## src/rtl/fifo_wr_arbiter.sv

```systemverilog
`default_nettype none
// ============================================================================
// Module   : fifo_wr_arbiter
// Purpose  : Round-robin, burst-bounded sharing of one FIFO write port among
//            NUM_REQ byte producers; never writes into a full FIFO.
// Revision : 1.0 - initial release
// ============================================================================
module fifo_wr_arbiter #(
  parameter int NUM_REQ    = 4,
  parameter int DATA_WIDTH = 8,
  parameter int MAX_BURST  = 4
) (
  input  logic                          clk,
  input  logic                          rst_n,
  input  logic                          arb_en,
  input  logic [NUM_REQ-1:0]            req_valid,
  input  logic [NUM_REQ*DATA_WIDTH-1:0] req_data,
  output logic [NUM_REQ-1:0]            req_ready,
  input  logic                          fifo_full,
  output logic                          fifo_wr_en,
  output logic [DATA_WIDTH-1:0]         fifo_din,
  output logic                          busy,
  output logic [$clog2(NUM_REQ)-1:0]    owner_id,
  output logic [NUM_REQ-1:0]            grant
);

  localparam int              ID_W      = $clog2(NUM_REQ);
  localparam int              BC_W      = $clog2(MAX_BURST) + 1;
  localparam logic [BC_W-1:0] LAST_BEAT = BC_W'(MAX_BURST - 1);
  localparam logic [ID_W-1:0] LAST_ID   = ID_W'(NUM_REQ - 1);

  typedef enum logic [0:0] {
    ST_IDLE  = 1'b0,
    ST_GRANT = 1'b1
  } state_e;

  state_e                  state_q, state_d;
  logic [NUM_REQ-1:0]      grant_q, grant_d;
  logic [ID_W-1:0]         owner_q, owner_d;
  logic [ID_W-1:0]         rr_ptr_q, rr_ptr_d;
  logic [BC_W-1:0]         beat_q, beat_d;

  logic                    in_grant;
  logic                    own_valid;
  logic                    xfer;
  logic [ID_W-1:0]         next_ptr;
  logic [ID_W-1:0]         cand;
  logic [ID_W-1:0]         pick_id;
  logic                    pick_found;
  logic [DATA_WIDTH-1:0]   din_sel;

  // First valid requester at or above rr_ptr, wrapping modulo NUM_REQ.
  always_comb begin
    pick_found = 1'b0;
    pick_id    = '0;
    cand       = '0;
    for (int i = 0; i < NUM_REQ; i++) begin
      cand = ID_W'((int'(rr_ptr_q) + i) % NUM_REQ);
      if (!pick_found && req_valid[cand]) begin
        pick_found = 1'b1;
        pick_id    = cand;
      end
    end
  end

  always_comb begin
    din_sel = '0;
    for (int i = 0; i < NUM_REQ; i++) begin
      if (grant_q[i]) begin
        din_sel = req_data[i*DATA_WIDTH +: DATA_WIDTH];
      end
    end
  end

  assign in_grant  = (state_q == ST_GRANT);
  assign own_valid = |(req_valid & grant_q);
  assign xfer      = in_grant && own_valid && !fifo_full;
  assign next_ptr  = (owner_q == LAST_ID) ? '0 : owner_q + 1'b1;

  assign req_ready  = (in_grant && !fifo_full) ? grant_q : '0;
  assign fifo_wr_en = xfer;
  assign fifo_din   = in_grant ? din_sel : '0;
  assign busy       = in_grant;
  assign owner_id   = owner_q;
  assign grant      = grant_q;

  always_comb begin
    state_d  = state_q;
    grant_d  = grant_q;
    owner_d  = owner_q;
    rr_ptr_d = rr_ptr_q;
    beat_d   = beat_q;
    case (state_q)
      ST_IDLE: begin
        if (arb_en && pick_found) begin
          state_d          = ST_GRANT;
          grant_d          = '0;
          grant_d[pick_id] = 1'b1;
          owner_d          = pick_id;
          beat_d           = '0;
        end
      end
      ST_GRANT: begin
        // Owner dropping valid or finishing its burst both rotate the pointer.
        if (!own_valid || (xfer && beat_q == LAST_BEAT)) begin
          state_d  = ST_IDLE;
          grant_d  = '0;
          rr_ptr_d = next_ptr;
        end else if (xfer) begin
          beat_d = beat_q + 1'b1;
        end
      end
      default: begin
        state_d = ST_IDLE;
        grant_d = '0;
      end
    endcase
  end

  always_ff @(posedge clk or negedge rst_n) begin
    if (!rst_n) begin
      state_q  <= ST_IDLE;
      grant_q  <= '0;
      owner_q  <= '0;
      rr_ptr_q <= '0;
      beat_q   <= '0;
    end else begin
      state_q  <= state_d;
      grant_q  <= grant_d;
      owner_q  <= owner_d;
      rr_ptr_q <= rr_ptr_d;
      beat_q   <= beat_d;
    end
  end

endmodule
`default_nettype wire

```

## config.mk

```make
export PLATFORM = sky130hd
export DESIGN_NAME = fifo_wr_arbiter
export DESIGN_NICKNAME = d
export VERILOG_FILES = /design/src/rtl/fifo_wr_arbiter.sv
export SDC_FILE = /design/constraint.sdc
export NUM_CORES = 1
export LEC_CHECK = 0
export CAP_MARGIN = 20
export CORE_MARGIN = 3
export CORE_UTILIZATION = 37
export DETAILED_ROUTE_END_ITERATION = 16
export PLACE_DENSITY = 0.81
export SKIP_LAST_GASP = 1
export SYNTH_ARGS = -nofsm -noshare
export SYNTH_HDL_FRONTEND = slang
export SYNTH_SLANG_ARGS = --single-unit
```

## constraint.sdc

```tcl
create_clock -name clk -period 1.7 [get_ports clk]
set_input_delay 0.34 -clock clk [delete_from_list [all_inputs] [get_ports clk]]
set_output_delay 0.34 -clock clk [all_outputs]
set_load 0.1 [all_outputs]
```

* After elaboration in Yosys (flattened, before gate mapping)
Cells that the tools add are included.
** Storage, ports and cells
- Register bits after elaboration :: 12
- Input bits :: 40
- Output and inout port bits :: 20
- Logic and storage cells :: 79
** Cells by class
- Add/sub/neg operators :: 5
- Magnitude comparators :: 6
- Eq/ne operators :: 6
- Muxes and demuxes :: 35
- Bitwise logic cells :: 2
- Reductions and logical operators :: 20
** Operators by type and width (number)
- 2-to-1 mux 8 bit :: 5
- less-than comparator 2 x 3 -> 1 bit (second input constant) :: 5
- 2-to-1 mux 4 bit :: 3
- 2-to-1 mux 1 bit :: 11
- 2-to-1 mux 2 bit :: 5
- logical AND 1 bit :: 9
- 2-to-1 mux 3 bit :: 3
- binary-select mux 1 bit (select 2 bit) :: 4
- case mux 4 bit (2 select lines) :: 1
- case mux 3 bit (2 select lines) :: 1
- AND reduction 2 bit :: 3
- logical NOT 1 bit :: 5
- adder 2 x 1 -> 2 bit (second input constant) :: 2
- adder 2 bit (second input constant) :: 2
- bitwise AND 4 bit :: 1
- != test 2 x 1 -> 1 bit (second input constant) :: 2
- != test 2 bit (second input constant) :: 2
- OR reduction 4 bit :: 1
- adder 3 x 1 -> 3 bit (second input constant) :: 1
- equality test 3 x 2 -> 1 bit (second input constant) :: 1
- AND reduction 3 bit :: 1
- demux 1 bit (select 2 bit) :: 1
- equality test 2 bit (second input constant) :: 1
- >= comparator 2 x 1 -> 1 bit (second input constant) :: 1
- other kinds (3) :: 3

* Logic depth before layout (Yosys ltp)
- Depth after elaboration :: 18
- Depth in mapped cells :: 5
- Gate-level depth less buffers :: 5

* Worst setup path after synthesis
Ideal clock, no wire load.
- Kind :: flip-flop to output port
- From :: reg grant_q[2], in the netlist grant[2]
- To :: out fifo_din[3]
- Arrival :: 3.110 ns
- Data required time :: 1.360 ns
- Path slack :: -1.750 ns
- Cell stages (with the launch flop) :: 5
- Path buffers :: 2
- Cell sequence :: dfrtp_1 > buf_2 > buf_1 > o21ai_0 > a21oi_1
** On the way
- Word-level cells in the longest chain between the ends :: 3
** RTL lines
- start, declared :: line 38 : logic [NUM_REQ-1:0] grant_q, grant_d;
- start signal, assigned :: line 129 : grant_q <= grant_d;
- 2-to-1 mux 8 bit (2 in a row) :: line 69 : if (grant_q[i]) begin
- 2-to-1 mux 8 bit :: line 82 : assign fifo_din = in_grant ? din_sel : '0;
- end, declared :: line 21 : output logic [DATA_WIDTH-1:0] fifo_din,
Every way passes these cells.

* Final worst setup path
- From :: reg grant_q[1], in the netlist grant[1]
- To :: out fifo_din[2]
** On the way
- Word-level cells in the longest chain between the ends :: 4
** RTL lines (line)
- 2-to-1 mux 8 bit (3 in a row) :: 69
- 2-to-1 mux 8 bit :: 82
Every way passes these cells.

==> flow_summary.json <==
{
  "num_io_pins": 60,
  "grt_max_degree": 13,
  "routed_via_density": 5.90,
  "synth.avg_cell_area_um2": 8.56,
  "core_um2": 2500,
  "cts_tree": "done",
  "clock_latency_ns": 0.29,
  "synthArstFlopShare": 1.00,
  "critPathLaunchType": "flip-flop",
  "fmax_mhz": 480,
  "drt_iter0_markers": 111,
  "synth_cell_type_count": 35,
  "num_vias": 1328,
  "cp_data_arrival_time_ns": 1.75,
  "end_kind": "primary output",
  "yosysMostFrequentCell": "inv_1",
  "dieArea_um2": 3320,
  "synthTopCellsByArea": "dfrtp_1 30%, a22o_1 9.8%, a221oi_1 6.2%, a21oi_1 6.1%, inv_1 5.0%",
  "cp_data_required_time_ns": 1.36,
  "cts.sinks": 12,
  "finClkSkew_ns": 0.00446,
  "status": "finished with violations",
  "max_cap_viol_count": 0,
  "synth-seq-cells": 12,
  "worstSetupPathType": "flip-flop to primary output",
  "gr-usage-all-layers": 0.253,
  "fill_cells": 100,
  "antenna_found_initial": 0,
  "grt_setup_unrepaired": "true",
  "hp-class": "input pin to async pin",
  "dp_cells": 216,
  "htree_levels": 1,
  "wl_per_cell_um": 21.2,
  "final_cells": 225,
  "synth_top_flop_cell": "dfrtp_1",
  "rrSetupSlack_ns": -0.06,
  "io_buffers": 59,
  "tns_ns": -3.90,
  "cts_hold_buffers": 0,
  "path_clk_slew_ns": 0.08,
  "violations": "negative setup slack",
  "crit_fanout": 10,
  "drc": 0,
  "vdd_ir_drop_max_v": 0.00232,
  "numCtsBuffers": 3,
  "rows": 18,
  "slew_headroom": 0.627,
  "layout_setup_ws_ns": -0.385,
  "start_util": 0.394,
  "synthCells": 115,
  "nets": 239,
  "clockBufferDepth": 2,
  "dp_slack_ns": -0.350,
  "ys_seq_area_frac": 0.305,
  "drive_gt1_frac": 0.503,
  "setup-violations-final": 21,
  "firstDrtPassIters": 4,
  "n_antenna_cell": 0,
  "first_global_vias": 1335,
  "root_buffer": "clkbuf_4",
  "multi_input_area_um2": 847,
  "synth_top_area_cell": "dfrtp_1",
  "synthesis.nets": 158,
  "die_h_um": 57.6,
  "drt-total-wl_mm": 4.78,
  "drv_slew": 0,
  "finalPower_mw": 5.17,
  "syn-cell-area_um2": 985,
  "fin_crit_ns": 2.09,
  "grt_pass1_wl_mm": 6.36,
  "place_congestion": 0.881,
  "tightest_slew_ns": 0.558,
  "netlist.area_leader.share": 0.305,
  "area_growth_pct": 131,
  "synth_edf_count": 0,
  "netlist_top_cells_count": "13 x inv_1, 12 x a21oi_1, 12 x dfrtp_1",
  "antenna_left": 0,
  "dp_hpwl_mm": 3.22,
  "grt_overflow": 0,
  "leakagePower_nw": 0.970,
  "p_per_area_nw_per_um2": 2280,
  "hold_viol_final": 0,
  "post-route-period-util": 1.23,
  "register_area_um2": 319,
  "yosys_warnings": 0,
  "die_w_um": 57.6
}
-- worst paths after layout --
path,start,to,depth (start not counted)
worst max-delay path,grant[1],fifo_din[2],5
worst min-delay path,rst_n,grant[3],1
worst max register to register,grant[1],grant[1],7
worst min register to register,beat_q[2],beat_q[2],1
max in group asynchronous,rst_n,grant[2],1
min in group clk,beat_q[2],beat_q[2],1
-- cell families (layout without fill, tap and decap cells) --
group / after synthesis / after routing / synth area share
compound gates: 45 / 45 / 0.349
mux: 5 / 5 / 0.0546
fa+ha+maj: 3 / 3 / 0.0381
buf+inv: 19 / 99 / 0.0813
simple gates: 31 / 31 / 0.172
flops: 12 / 12 / 0.305
-- final cells by class --
type                    instances  share of cell area
well taps                      30              0.0165
repair buffers                 82               0.431
clock buffers                   4              0.0160
inverters                      13              0.0231
flip-flops and latches         12               0.140
multi-input cells              84               0.373
-- placed cells by master (no fill, tap or decap), types with 4 or more instances in the layout --
master,count
inv_1,12
buf_12,21
a22o_1,4
a221oi_2,6
and2_4,5
a22o_4,7
buf_4,20
nor2_1,5
nand2b_1,4
dfrtp_4,5
nand2_1,5
dfrtp_1,7
clkdlybuf4s50_1,36
a21oi_2,8
-- registers in the layout (all words and copies together), names as in the netlist --
name / count
grant: 4
beat_q: 3
owner_id: 2
rr_ptr_q: 2
busy: 1
-- critical path, cell delays in order (launching register included) --
cell and delay [ns]:
dfrtp_4 0.51, buf_12 0.16, a221oi_2 0.27, a21oi_2 0.08, a22o_4 0.27, buf_12 0.16
-- power by group --
| part | switching, mW | total (mW) | internal, mW |
|---|---|---|---|
| clock network | 0.110 | 0.240 | 0.131 |
| logic | 2.49 | 4.27 | 1.78 |
| registers | 0.226 | 0.663 | 0.437 |
| total | 2.82 | 5.17 | 2.35 |
-- metrics by stage --
stage,utilization,cell area [um2],hold slack (ns)
6_report,0.909,2270,0.407
5_1_grt,0.909,2270,0.422
4_1_cts,0.869,2170,0.419
3_5_place_dp,0.820,2050,0.492
3_3_place_gp,0.820,2050,0.483
2_1_floorplan,-,1130,0.0444
-- metal layers --
metal | part of all wire | GRT usage | vias up
li1 | - | - | 587
met1 | 0.37 | 0.266 | 619
met2 | 0.51 | 0.484 | 108
met3 | 0.10 | 0.0588 | 14
met4 | 0.019 | 0.0828 | 0
met5 | 0 | 0 | -
-- what timing repair did --
item	4_1_cts	5_1_grt
gates resized for setup	22	15
setup endpoints to repair	22	18
setup buffers	1	4
pin swaps	6	6
Note: power is estimated with default switching activity, not from simulation.
